`src/rtl/wave_meter.sv`:
```
// wave_meter: bus-mapped peak / trough / period meter for an 8-bit sample stream.
// Define WAVE_METER_IRQ_EN to build the per-peak irq pulse and the CTRL.irq_mask bit.
module wave_meter (
  input  logic        clk,
  input  logic        resetn,
  input  logic        valid,
  output logic        ready,
  input  logic [3:0]  wstrb,
  input  logic [31:0] addr,
  input  logic [31:0] wdata,
  output logic [31:0] rdata,
  input  logic [7:0]  in,
  output logic        irq
);

  typedef enum logic [1:0] {IDLE, RISING, FALLING} state_t;

  localparam logic [31:0] CNT_MAX = 32'hFFFF_FFFF;

  state_t      state_q, state_d;
  logic        enable_q;
  logic        have_peak_q;
  logic        ready_q;
  logic [7:0]  prev_q;
  logic [7:0]  peak_q;
  logic [7:0]  trough_q;
  logic [15:0] peak_count_q;
  logic [31:0] period_q;
  logic [31:0] pcnt_q, pcnt_d;
  logic [31:0] rdata_q;
  logic        irq_mask_q;

  logic ctrl_wr;
  logic clear;
  logic rise;
  logic fall;
  logic peak_ev;
  logic trough_ev;

  assign ctrl_wr   = valid && wstrb[0] && (addr[3:2] == 2'd0);
  assign clear     = ctrl_wr && wdata[1];
  assign rise      = in > prev_q;
  assign fall      = in < prev_q;
  // A clear in the same cycle wins: the event is dropped entirely.
  assign peak_ev   = enable_q && !clear && (state_q == RISING) && fall;
  assign trough_ev = enable_q && !clear && (state_q == FALLING) && rise;

  always_comb begin
    state_d = state_q;
    if (clear || !enable_q) begin
      state_d = IDLE;
    end else begin
      case (state_q)
        IDLE: begin
          if (rise)      state_d = RISING;
          else if (fall) state_d = FALLING;
        end
        RISING:  if (fall) state_d = FALLING;
        FALLING: if (rise) state_d = RISING;
        default: state_d = IDLE;
      endcase
    end
  end

  always_comb begin
    pcnt_d = pcnt_q;
    if (clear || !enable_q || peak_ev) pcnt_d = 32'd0;
    else if (pcnt_q != CNT_MAX)        pcnt_d = pcnt_q + 32'd1;
  end

  always_ff @(posedge clk) begin
    if (!resetn) begin
      state_q      <= IDLE;
      enable_q     <= 1'b0;
      have_peak_q  <= 1'b0;
      ready_q      <= 1'b0;
      prev_q       <= 8'd0;
      peak_q       <= 8'd0;
      trough_q     <= 8'd0;
      peak_count_q <= 16'd0;
      period_q     <= 32'd0;
      pcnt_q       <= 32'd0;
      rdata_q      <= 32'd0;
    end else begin
      ready_q <= valid;
      prev_q  <= in;
      state_q <= state_d;
      pcnt_q  <= pcnt_d;
      if (ctrl_wr) enable_q <= wdata[0];

      case (addr[3:2])
        2'd0:    rdata_q <= {29'd0, irq_mask_q, 1'b0, enable_q};
        2'd1:    rdata_q <= {16'h0, trough_q, peak_q};
        2'd2:    rdata_q <= period_q;
        default: rdata_q <= {15'h0, state_q == FALLING, peak_count_q};
      endcase

      if (clear) begin
        peak_q       <= 8'd0;
        trough_q     <= 8'd0;
        period_q     <= 32'd0;
        peak_count_q <= 16'd0;
        have_peak_q  <= 1'b0;
      end else begin
        if (peak_ev) begin
          peak_q       <= prev_q;
          peak_count_q <= peak_count_q + 16'd1;
          have_peak_q  <= 1'b1;
          // The first peak after clear only arms the period measurement.
          if (have_peak_q) period_q <= (pcnt_q == CNT_MAX) ? CNT_MAX : pcnt_q + 32'd1;
        end
        if (trough_ev) trough_q <= prev_q;
      end
    end
  end

  assign ready = ready_q;
  assign rdata = rdata_q;

`ifdef WAVE_METER_IRQ_EN
  logic irq_q;

  always_ff @(posedge clk) begin
    if (!resetn) begin
      irq_mask_q <= 1'b0;
      irq_q      <= 1'b0;
    end else begin
      if (ctrl_wr) irq_mask_q <= wdata[2];
      irq_q <= peak_ev && irq_mask_q;
    end
  end

  assign irq = irq_q;

  logic unused_bus;
  assign unused_bus = ^{addr[31:4], addr[1:0], wstrb[3:1], wdata[31:3]};
`else
  assign irq_mask_q = 1'b0;
  assign irq        = 1'b0;

  logic unused_bus;
  assign unused_bus = ^{addr[31:4], addr[1:0], wstrb[3:1], wdata[31:2]};
`endif

endmodule

```
`config.mk`:
```
export PLATFORM = sky130hd
export DESIGN_NAME = wave_meter
export DESIGN_NICKNAME = d
export VERILOG_FILES = /design/src/rtl/wave_meter.sv
export SDC_FILE = /design/constraint.sdc
export NUM_CORES = 1
export LEC_CHECK = 0
export BUFFER_PORTS_ARGS = -buffer_cell sky130_fd_sc_hd__buf_4
export CORE_MARGIN = 3
export CORE_UTILIZATION = 30
export CTS_CLUSTER_DIAMETER = 40
export DETAILED_ROUTE_END_ITERATION = 10
export GPL_TIMING_DRIVEN = 0
export PLACE_DENSITY = 0.45
export RECOVER_POWER = 100
export SLEW_MARGIN = 0
export SYNTH_ARGS = -nofsm -noshare
export SYNTH_HDL_FRONTEND = slang
export SYNTH_SLANG_ARGS = --single-unit
```
`constraint.sdc`:
```
create_clock -name clk -period 3.91 [get_ports clk]
set_input_delay 0.1955 -clock clk [delete_from_list [all_inputs] [get_ports clk]]
set_output_delay 0.1955 -clock clk [all_outputs]
set_load 0.02 [all_outputs]
```
==> impl_metrics.env <==
export IMPL_cts_made_buffers=17
export IMPL_multi_input_area_um2=2680
export IMPL_path_buf_inv=2
export IMPL_crit_cells=8
export IMPL_holdWs_ns=0.0134
export IMPL_portBuffers=46
export IMPL_route_detailed_drc=0
export IMPL_yosys_top_cells_count="141 x dfxtp_1, 80 x nor2_1, 39 x nand2_1"
export IMPL_wl_per_cell_um=16.7
export IMPL_finalHoldViolCount=0
export IMPL_final_area_um2=6950
export IMPL_rsz0062_at_grt="false"
export IMPL_grt_pass1_vias=4620
export IMPL_diodes=0
export IMPL_rr_endpoint="period_q[5]"
export IMPL_reg2reg_slack_ns=0.84
export IMPL_post_cts_buffers=0
export IMPL_drt_vias_per_instance=4.96
export IMPL_antenna_found_initial=0
export IMPL_finalWorstSetupSlack_ns=0.839
export IMPL_cts_hold_buf=8
export IMPL_dpl_instance_area_um2=6410
export IMPL_synth_flop_cell="dfxtp_1"
export IMPL_synth_cells=623
export IMPL_min_period_over_period=0.785
export IMPL_arrival_ns=3.41
export IMPL_fmax_mhz=326
export IMPL_synthAdderAreaFrac=0.0217
export IMPL_ant_nets=0
export IMPL_r2r_start="pcnt_q[0]"
export IMPL_crit_path_start_kind="flop"
export IMPL_tightest_slew_ns=1.14
export IMPL_final_util=0.370
export IMPL_critical_path_top_delay_family="simple AND/OR/NAND/NOR gates"
export IMPL_synth_area_um2=5770
export IMPL_drive_gt1_frac=0.100
export IMPL_post_place_ws_ns=1.15
export IMPL_slew_viol_final=0
export IMPL_crit_end="period_q[5]"
export IMPL_h_tree_depth=4
export IMPL_status="finished clean"
export IMPL_path_max_fanout=10
export IMPL_avgSynthCellArea_um2=9.26
export IMPL_syn2layout_area_growth_pct=20.5
export IMPL_finClkSkew_ns=0.0202
export IMPL_die_w_um=145
export IMPL_synth_most_common_cell="dfxtp_1"
export IMPL_synth_distinct_cells=51
export IMPL_ioPinCount=113
export IMPL_crit_required_ns=4.25
export IMPL_cp_cell_sequence="ha_1 -> and4_1 -> clkbuf_1 -> nand3_1 -> nor4_4 -> clkbuf_1 -> nor2_1 -> a211oi_1"
export IMPL_ff2ff_path_depth=8
export IMPL_crit_top_cell="clkbuf_1"
export IMPL_cts_clk_slew_worst_paths_ns=0.06
export IMPL_clock_path_buffers=2
export IMPL_vias=4676
export IMPL_fp_row_count=50
export IMPL_place_congestion=0.831
export IMPL_fin_crit_ns=3.07
export IMPL_synth_seq_area_share=0.489
export IMPL_ys_warn_count=0
export IMPL_synth_mux_area_fraction=0.0731
export IMPL_end_kind="flop"
export IMPL_critical_path_slowest_cell="nor4_4"
export IMPL_clk_latency_ns=0.43
export IMPL_grt_total_usage=0.157
export IMPL_yosys_area_share_simple=0.215
export IMPL_hold_path_class="input port to flop"
export IMPL_fillers=1937
export IMPL_ir_drop_uv=246
export IMPL_max_stage_delay_ns=0.59
export IMPL_core_um2=18800
export IMPL_layout_cells_non_filler=943
export IMPL_critical_path_class="flop to flop"
export IMPL_setup_viol=0
export IMPL_synth_compound_area_frac=0.122
export IMPL_cts_tree="built"
export IMPL_synth_nets=712
export IMPL_firstDrtPassIters=5
export IMPL_fp_dieH_um=145
export IMPL_root_buffer="clkbuf_16"
export IMPL_clock_sinks=141
export IMPL_fin_total_pwr_mw=3.25
export IMPL_slew_headroom=0.240
export IMPL_p_leak_nw=2.54
export IMPL_ys_ff_latch=141
export IMPL_synth_xor_area_frac=0.0364
export IMPL_synth_edf_count=0
export IMPL_maxCapViolCount=0
export IMPL_grt_max_degree=17
export IMPL_die_area_um2=20900
export IMPL_yosysTopAreaCellShare=0.489
export IMPL_grt_ovfl_total=0
export IMPL_yosysTopAreaCell="dfxtp_1"
export IMPL_placed_cells=903
export IMPL_cts_resized=0
export IMPL_synth_top_family_by_area="simple AND/OR/NAND/NOR gates"
export IMPL_synth_area_top_cells="dfxtp_1 49%, nor2_1 5.2%, mux2i_1 4.0%"
export IMPL_power_density_nw_per_um2=468
export IMPL_cp_startpoint="pcnt_q[0]"
export IMPL_seq_area_um2=2820
export IMPL_setup_tns_ns=0
export IMPL_first_iter_violations=243
export IMPL_grt_pass1_wl_mm=25.1
export IMPL_dp_hpwl_mm=11.8
export IMPL_start_util=0.307
export IMPL_fin_nets=785
export IMPL_async_reset_ff_frac=0
export IMPL_wl_mm=15.7
[sequential cells by signal, indices dropped and copies added, names as in the netlist]
signal / count
peak_q: 8
state_q: 2
rdata: 32
trough_q: 8
peak_count_q: 16
pcnt_q: 32
have_peak_q: 1
period_q: 32
enable_q: 1
prev_q: 8
ready: 1
[per-layer routing]
metal  vias up  routed length [um]  track usage
met5         -                   0            0
met4         0                  83       0.0511
met3         8                 558       0.0335
met2        69                7530        0.252
met1      2256                7560        0.212
li1       2343                   -            -
[logic make-up after synthesis]
logic type      Yosys count
compound gates          111
xor+xnor                 24
fa+ha+maj                10
buf+inv                  57
flops                   141
mux                      39
other cells               1
simple gates            240
[worst min-delay path by stage]
| stage | cells after the start | startpoint | slack, ns | to |
|---|---|---|---|---|
| final | 2 | in[1] | 0.01 | prev_q[1] |
| after global routing | 2 | in[1] | 0.02 | prev_q[1] |
| after floorplan | 1 | in[0] | 0.32 | prev_q[0] |
| after global placement | 2 | in[3] | 0.42 | prev_q[3] |
| after detailed placement | 2 | valid | 0.41 | ready |
| after CTS | 2 | in[1] | 0.005 | prev_q[1] |
[power breakdown]
group | switching (mW) | internal, mW
registers | 0.00565 | 1.44
clock network | 0.656 | 1.05
logic | 0.0573 | 0.0378
total | 0.719 | 2.53
[cell type report]
type	instances	area share
flip-flops and latches	141	0.406
multi-input cells	425	0.385
clock buffers	19	0.0652
repair buffers	54	0.0434
well taps	234	0.0421
clock inverters	13	0.0254
plain buffers	39	0.0230
inverters	18	0.00972
[cells in the final DEF (no fill, tap or decap), types with 15 or more instances in the layout]
master and instances:
mux2i_1 23, o21ai_0 22, and3_1 20, a21oi_1 31, nand3_1 22, a22oi_1 15, dfxtp_1 141, nor2_1 83
clkbuf_1 66, inv_1 18, mux2_2 15, xnor2_1 16, nand2_1 39, nor2b_1 19, clkbuf_16 17
Power figures use the tool's default switching activity.
